### config.mk
export PLATFORM = sky130hd
export DESIGN_NAME = analog_intl_scan_ctrl
export DESIGN_NICKNAME = d
export VERILOG_FILES = /design/src/rtl/analog_intl_pkg.sv /design/src/rtl/fp32_cmp.sv /design/src/rtl/analog_intl_scan_ctrl.sv
export SDC_FILE = /design/constraint.sdc
export NUM_CORES = 2
export LEC_CHECK = 0
export CORE_ASPECT_RATIO = 0.8
export CORE_UTILIZATION = 51
export DETAILED_ROUTE_END_ITERATION = 16
export DONT_BUFFER_PORTS = 1
export GPL_ROUTABILITY_DRIVEN = 1
export PLACE_DENSITY = 0.69
export SYNTH_ARGS = -nofsm -noshare
export SYNTH_HDL_FRONTEND = slang
export SYNTH_SLANG_ARGS = --single-unit
### constraint.sdc
create_clock -name i_clk -period 4.5 [get_ports i_clk]
set_clock_uncertainty 0.1 [all_clocks]
set_input_delay 0.675 -clock i_clk [delete_from_list [all_inputs] [get_ports i_clk]]
set_output_delay 0.675 -clock i_clk [all_outputs]
set_load 0.01 [all_outputs]
### src/rtl/analog_intl_pkg.sv
// Shared types and constants for the BR MPS analog interlock scan controller.
package analog_intl_pkg;

  localparam int unsigned NUM_CH = 8;
  localparam int unsigned CH_W   = 3;

  localparam int unsigned CH_OUT_CURR  = 0;
  localparam int unsigned CH_OUT_VOLT  = 1;
  localparam int unsigned CH_DC_CURR   = 2;
  localparam int unsigned CH_DC_OVOLT  = 3;
  localparam int unsigned CH_DC_UVOLT  = 4;
  localparam int unsigned CH_IGBT_TEMP = 5;
  localparam int unsigned CH_IN_TEMP   = 6;
  localparam int unsigned CH_OUT_TEMP  = 7;

  typedef enum logic [1:0] {ABS_OVER, OVER, UNDER} cmp_mode_t;

  typedef enum logic [1:0] {StIdle, StScan, StDone} scan_state_t;

  localparam cmp_mode_t CH_MODE [NUM_CH] = '{
    ABS_OVER, ABS_OVER, OVER, OVER, UNDER, OVER, OVER, OVER
  };

  function automatic logic fp32_is_nan(logic [31:0] x);
    return (x[30:23] == 8'hFF) && (x[22:0] != '0);
  endfunction

  // Maps fp32 onto an unsigned key whose ordering matches numeric ordering (NaN excluded).
  function automatic logic [31:0] fp32_key(logic [31:0] x);
    return x[31] ? ~x : {1'b1, x[30:0]};
  endfunction

endpackage

### src/rtl/fp32_cmp.sv
// Registered single-cycle fp32 threshold comparator shared by all interlock channels.
module fp32_cmp
  import analog_intl_pkg::*;
(
  input  logic        i_clk,
  input  logic        i_rst,
  input  logic [31:0] i_a,
  input  logic [31:0] i_b,
  input  cmp_mode_t   i_mode,
  output logic        o_violation
);

  logic [31:0] a_eff;
  logic [31:0] key_a;
  logic [31:0] key_b;
  logic        both_zero;
  logic        viol_d;

  always_comb begin
    a_eff = i_a;
    if (i_mode == ABS_OVER) begin
      a_eff[31] = 1'b0;
    end
    key_a     = fp32_key(a_eff);
    key_b     = fp32_key(i_b);
    // +0 and -0 map to adjacent keys, so equal zeros are caught explicitly.
    both_zero = (a_eff[30:0] == '0) && (i_b[30:0] == '0);
    viol_d    = 1'b0;
    if (fp32_is_nan(a_eff)) begin
      viol_d = 1'b1;
    end else if (fp32_is_nan(i_b) || both_zero) begin
      viol_d = 1'b0;
    end else if (i_mode == UNDER) begin
      viol_d = key_a < key_b;
    end else begin
      viol_d = key_a > key_b;
    end
  end

  always_ff @(posedge i_clk) begin
    if (i_rst) begin
      o_violation <= 1'b0;
    end else begin
      o_violation <= viol_d;
    end
  end

endmodule

### src/rtl/analog_intl_scan_ctrl.sv
// Time-multiplexed analog interlock scanner: snapshots eight fp32 readbacks per tick and
// checks them one per cycle through a shared comparator, with debounce, latch and first-out.
module analog_intl_scan_ctrl
  import analog_intl_pkg::*;
#(
  parameter int unsigned C_DBNC_WIDTH = 16
) (
  input  logic                    i_clk,
  input  logic                    i_rst,
  input  logic                    i_scan_tick,
  input  logic [NUM_CH-1:0][31:0] i_ch_data,
  input  logic [NUM_CH-1:0][31:0] i_ch_sp,
  input  logic [NUM_CH-1:0]       i_intl_en,
  input  logic [C_DBNC_WIDTH-1:0] i_dbnc_cnt,
  input  logic                    i_intl_clr,
  output logic [NUM_CH-1:0]       o_intl_state,
  output logic                    o_intl_any,
  output logic [CH_W-1:0]         o_first_ch,
  output logic                    o_first_valid,
  output logic                    o_scan_busy,
  output logic                    o_scan_done,
  output logic                    o_scan_ovr
);

  scan_state_t             state_q, state_d;
  logic [3:0]              idx_q, idx_d;
  logic                    snap;
  logic [NUM_CH-1:0][31:0] data_q, sp_q;
  logic                    cmp_valid;
  logic [CH_W-1:0]         cmp_ch;
  logic                    cmp_viol;
  logic                    res_valid_q;
  logic [CH_W-1:0]         res_ch_q;

  logic [C_DBNC_WIDTH-1:0] cnt_q [NUM_CH];
  logic [C_DBNC_WIDTH-1:0] cnt_d [NUM_CH];
  logic [C_DBNC_WIDTH-1:0] thr;
  logic [C_DBNC_WIDTH-1:0] cnt_inc;
  logic [NUM_CH-1:0]       latch_q, latch_d;
  logic [CH_W-1:0]         first_ch_q, first_ch_d;
  logic                    first_valid_q, first_valid_d;
  logic                    ovr_q, ovr_d;

  // Scan sequencing: idx 0..7 feeds the comparator, idx 8 is the pipeline drain cycle.
  always_comb begin
    state_d = state_q;
    idx_d   = idx_q;
    snap    = 1'b0;
    unique case (state_q)
      StIdle, StDone: begin
        if (i_scan_tick) begin
          state_d = StScan;
          idx_d   = '0;
          snap    = 1'b1;
        end else begin
          state_d = StIdle;
        end
      end
      StScan: begin
        if (idx_q == 4'd8) begin
          state_d = StDone;
        end else begin
          idx_d = idx_q + 4'd1;
        end
      end
      default: state_d = StIdle;
    endcase
  end

  assign cmp_valid = (state_q == StScan) && !idx_q[3];
  assign cmp_ch    = idx_q[CH_W-1:0];

  fp32_cmp u_cmp (
    .i_clk       (i_clk),
    .i_rst       (i_rst),
    .i_a         (data_q[cmp_ch]),
    .i_b         (sp_q[cmp_ch]),
    .i_mode      (CH_MODE[cmp_ch]),
    .o_violation (cmp_viol)
  );

  // Clear is applied first so a same-edge evaluation starts from zero and its set wins.
  always_comb begin
    for (int i = 0; i < NUM_CH; i++) begin
      cnt_d[i] = i_intl_clr ? '0 : cnt_q[i];
    end
    latch_d       = i_intl_clr ? '0 : latch_q;
    first_ch_d    = i_intl_clr ? '0 : first_ch_q;
    first_valid_d = i_intl_clr ? 1'b0 : first_valid_q;
    ovr_d         = i_intl_clr ? 1'b0 : ovr_q;
    thr           = (i_dbnc_cnt == '0) ? C_DBNC_WIDTH'(1) : i_dbnc_cnt;
    cnt_inc       = '0;

    if (i_scan_tick && (state_q == StScan)) begin
      ovr_d = 1'b1;
    end

    if (res_valid_q) begin
      if (cmp_viol && i_intl_en[res_ch_q]) begin
        cnt_inc = (&cnt_d[res_ch_q]) ? cnt_d[res_ch_q] : cnt_d[res_ch_q] + C_DBNC_WIDTH'(1);
        cnt_d[res_ch_q] = cnt_inc;
        if (cnt_inc >= thr) begin
          latch_d[res_ch_q] = 1'b1;
          if (!first_valid_d) begin
            first_ch_d    = res_ch_q;
            first_valid_d = 1'b1;
          end
        end
      end else begin
        cnt_d[res_ch_q] = '0;
      end
    end
  end

  always_ff @(posedge i_clk) begin
    if (i_rst) begin
      state_q       <= StIdle;
      idx_q         <= '0;
      data_q        <= '0;
      sp_q          <= '0;
      res_valid_q   <= 1'b0;
      res_ch_q      <= '0;
      latch_q       <= '0;
      first_ch_q    <= '0;
      first_valid_q <= 1'b0;
      ovr_q         <= 1'b0;
      for (int i = 0; i < NUM_CH; i++) begin
        cnt_q[i] <= '0;
      end
    end else begin
      state_q       <= state_d;
      idx_q         <= idx_d;
      if (snap) begin
        data_q <= i_ch_data;
        sp_q   <= i_ch_sp;
      end
      res_valid_q   <= cmp_valid;
      res_ch_q      <= cmp_ch;
      latch_q       <= latch_d;
      first_ch_q    <= first_ch_d;
      first_valid_q <= first_valid_d;
      ovr_q         <= ovr_d;
      for (int i = 0; i < NUM_CH; i++) begin
        cnt_q[i] <= cnt_d[i];
      end
    end
  end

  assign o_intl_state  = latch_q;
  assign o_intl_any    = |latch_q;
  assign o_first_ch    = first_ch_q;
  assign o_first_valid = first_valid_q;
  assign o_scan_busy   = (state_q == StScan);
  assign o_scan_done   = (state_q == StDone);
  assign o_scan_ovr    = ovr_q;

endmodule

==> impl_summary.txt <==
----------------------------------------------------
[Logic synthesis]
  Syn. warnings ... 0
  Yosys reg bits ... roughly 660
  Cell area after synthesis ... approximately 30000 um^2
  Adder-cell share of the synthesized area ... ~2.2%
  EDFF count, synth ... 0
  Share of synthesized area occupied by flip-flops and latches ... between 40% and 50%
  Largest family of logic cells by synthesized area ... simple AND/OR/NAND/NOR gates
  Distinct cell type count of the synthesized netlist ... 86
  Cells after synthesis ... 3524
  Simple logic cell fraction of the synthesized area ... 19.4%
  Post-Synthesis Net Count ... between 4000 and 5000
  Primary FF master, synth ... sky130_fd_sc_hd__dfxtp_1
  Proportion of synthesized flip-flops having asynchronous set or reset ... 0%
  Syn avg cell area ... 8.54 um^2
  Multiplexer share of the synthesized area ... 12.5%
  Compound-gate portion of the synthesized area ... between 15 and 20%
  XOR/XNOR share of the synthesized area ... around 2.4%

[Critical path]
  Nature of the critical path startpoint ... input port
  Required time worst endpoint ... between 4 and 5 ns
  Largest stage delay on the critical path ... approximately 1.5 ns
  CP arrival ... roughly 5.4 ns
  Critical path fanouts, max ... 559
  Worst R2R Start ... res_ch_q[2]
  Slowest stage cell, crit path ... sky130_fd_sc_hd__inv_1
  Crit. Startpoint ... i_rst
  Endpoint kind of the worst setup timing path ... flop
  List of cells traversed by the critical path ... inv_1 -> nand2_1 -> nor2_1 -> a22o_1
  Classification of the worst setup path ... in -> reg

[Status]
  Outcome ... finished, violations left
  Violated checks ... slew limit, setup timing

[Floorplan]
  Full die area ... around 60000 um^2
  Horiz. Die Dim ... about 270 um
  Starting density of the core ... 51.7%
  Ports ... between 500 and 600
  Die boundary height ... ~220 um
  Standard-cell rows ... between 70 and 80
  Core outline area ... 58200 um^2

[Clock network]
  Num CTS Buffers ... 67
  Clk slew on worst S/H paths ... roughly 0.060 ns
  CTS Root Cell ... sky130_fd_sc_hd__clkbuf_16
  Largest buffer count on any clock path ... 3
  TritonCTS clock tree ... yes
  Total number of H-tree levels ... 3
  Number of clock sinks ... between 600 and 700
  Clk Latency, worst-skew pair ... roughly 0.64 ns

[Finish]
  Net count reported at finish ... 4080
  Proportion of layout cells with a drive suffix above 1 ... 13.1%
  Leading cell type in the layout, fill and taps excluded ... sky130_fd_sc_hd__nand2_1
  Cell Count, Final, Fillers Out ... 4311
  Final instance area ... around 34000 um^2
  Commonest cells after routing, fill and taps aside ... sky130_fd_sc_hd__nand2_1 (1119), sky130_fd_sc_hd__dfxtp_1 (656), sky130_fd_sc_hd__a21oi_1 (530)
  Layout overhead on the synthesized area ... 12.6%
  Final-layout fill cell count ... 5281

[Pwr]
  Peak supply drop ... roughly 320 uV
  Leakage ... around 13 nW
  P per Cell Area ... about 400 nW/um^2

[Route]
  Detailed-router iteration count before antenna repair ... 6
  Via count ... about 25000
  Mean routed wirelength per cell ... 22.2 um
  DRC marker count from the first detailed-route iteration ... 2372
  Drt total wl ... 95500 um
  Residual antenna-violating net count after detailed routing ... 0
  Number of vias per cell after detailed routing ... between 5 and 6
  DRC violation count after routing ... 0

[Placed design]
  PortBufs ... 0
  Cell Count Post-Placement ... approximately 4200
  RD Place Congestion ... between 0.9 and 1
  Placed wire-length estimate ... 69000 um
  Placement-stage worst setup slack ... -0.123 ns
  Placed standard-cell area ... around 31000 um^2

[Run]
  Total of max-cap violations ... 0

[Global route]
  Total Routing Usage GR ... between 30 and 40%
  Number of global-route vias before repair ... roughly 24000
  Maximum number of pins on one net before global-route repair ... 560
  Grt total ovfl ... 0
  Wire length of the first global-routing pass ... between 100000 and 150000 um
  Antenna violations before repair ... 6

[STA]
  Final setup violation count ... 54
  Headroom to the max-slew limit ... -114%
  Worst Tran Pin Value ... between 3 and 4 ns
  Final hold violations ... 0
  Final-report max-slew violation count ... between 400 and 500
  Final worst path period need ... roughly 4.9 ns
  Final worst-path cycle share ... 110%
  Fmax ... about 200 MHz
  Final worst setup slack ... -0.445 ns

[Worst hold path]
  Worst hold path startpoint ... i_rst
  Class of the tightest hold or removal check ... in -> reg

----------------------------------------------------
cell families after synthesis:
| group | count (synthesis) |
|---|---|
| simple gates | 1411 |
| compound gates | 791 |
| flops | 662 |
| buf+inv | 302 |
| mux | 232 |
| xor+xnor | 74 |
| fa+ha+maj | 52 |
cell usage after synthesis, drive strengths merged (10+ instances only):
cell       n  area (um^2)
a22oi     10         75.1
nor3      24          131
nor2     102          390
a22o      50          438
xor2      11          104
nor2b     19          119
nand3     24          133
xnor2     63          608
mux2      13          146
nand2b    30          195
ha        52          651
o221ai    10         87.6
nor4      23          180
nand2   1120         4200
dfxtp    662        13300
o21ai     72          360
inv       37          139
buf       62          359
a21o      11         82.6
o32ai     11         96.3
or3       10         62.6
mux4     113         2540
and2      10         62.6
mux2i    106         1060
a221oi    37          324
clkbuf   202          758
a21oi    531         2660
nand4     27          181
path summary, 6_finish.rpt:
check	endpoint	slack [ns]	depth (start not counted)
setup / recovery	cnt_q[1][61]	-0.45	4
hold / removal	sp_q[113]	0.06	1
setup reg to reg	o_intl_state[1]	0.10	21
hold reg to reg	sp_q[223]	0.35	2
area by class of cell:
class	instances	area, um^2	share of cell area [%]
clock buffers	102	2030	5.98
well taps	769	962	2.84
multi-input cells	2560	15800	46.6
flip-flops and latches	662	13300	39.2
inverters	38	143	0.421
diodes	1	2.50	0.00738
clock inverters	20	262	0.772
repair buffers	159	1430	4.22
worst max-delay path, delay by kind of cell:
| family | cells | cell delay [ns] |
|---|---|---|
| AOI/OAI and AO/OA | 1 | 0.28 |
| and+or+nand+nor | 2 | 1.43 |
| buffers and inverters | 1 | 1.53 |
where the power goes:
part,total (mW),switching (mW),internal [mW]
combinational,1.47,0.887,0.586
sequential,6.32,0.170,6.15
clock,5.75,2.43,3.32
flip-flops by register name (all words and copies together) (netlist names):
signal,cells
res_valid_q,1
data_q,254
u_cmp.o_violation,1
o_first_ch,3
sp_q,256
o_first_valid,1
state_q,2
idx_q,4
cnt_q,128
o_scan_ovr,1
res_ch_q,3
o_intl_state,8
per-layer routing:
layer  vias up  part of all wire [%]  global-route usage, %
met5         -                 0.034                      0
met4         6                   2.4                   8.12
met3       144                   8.5                   7.12
met2       987                    45                   47.8
met1     12200                    44                   43.3
li1      12100                     -                      -
timing repair:
| item | 4_1_cts | 5_1_grt |
|---|---|---|
| buffers inserted | 0 | 11 |
| pin swaps | 0 | 16 |
| cloned | 0 | 2 |
| hold buffers | 0 | 0 |
| endpoints found under the setup margin | 9 | 12 |
| resized for setup | 1 | 33 |
metrics by stage:
stage               hold slack, ns  TNS (ns)  util (%)  power, mW
CTS                         0.0283         0      57.8       13.6
floorplan                    0.317         0         -       7.49
global route                0.0524    -0.116      58.2       14.0
finish                      0.0616     -7.33      58.2       13.5
global placement             0.329    -0.489      53.9       7.85
detailed placement           0.341    -0.485      53.9       7.88
Power figures use the tool's default switching activity.
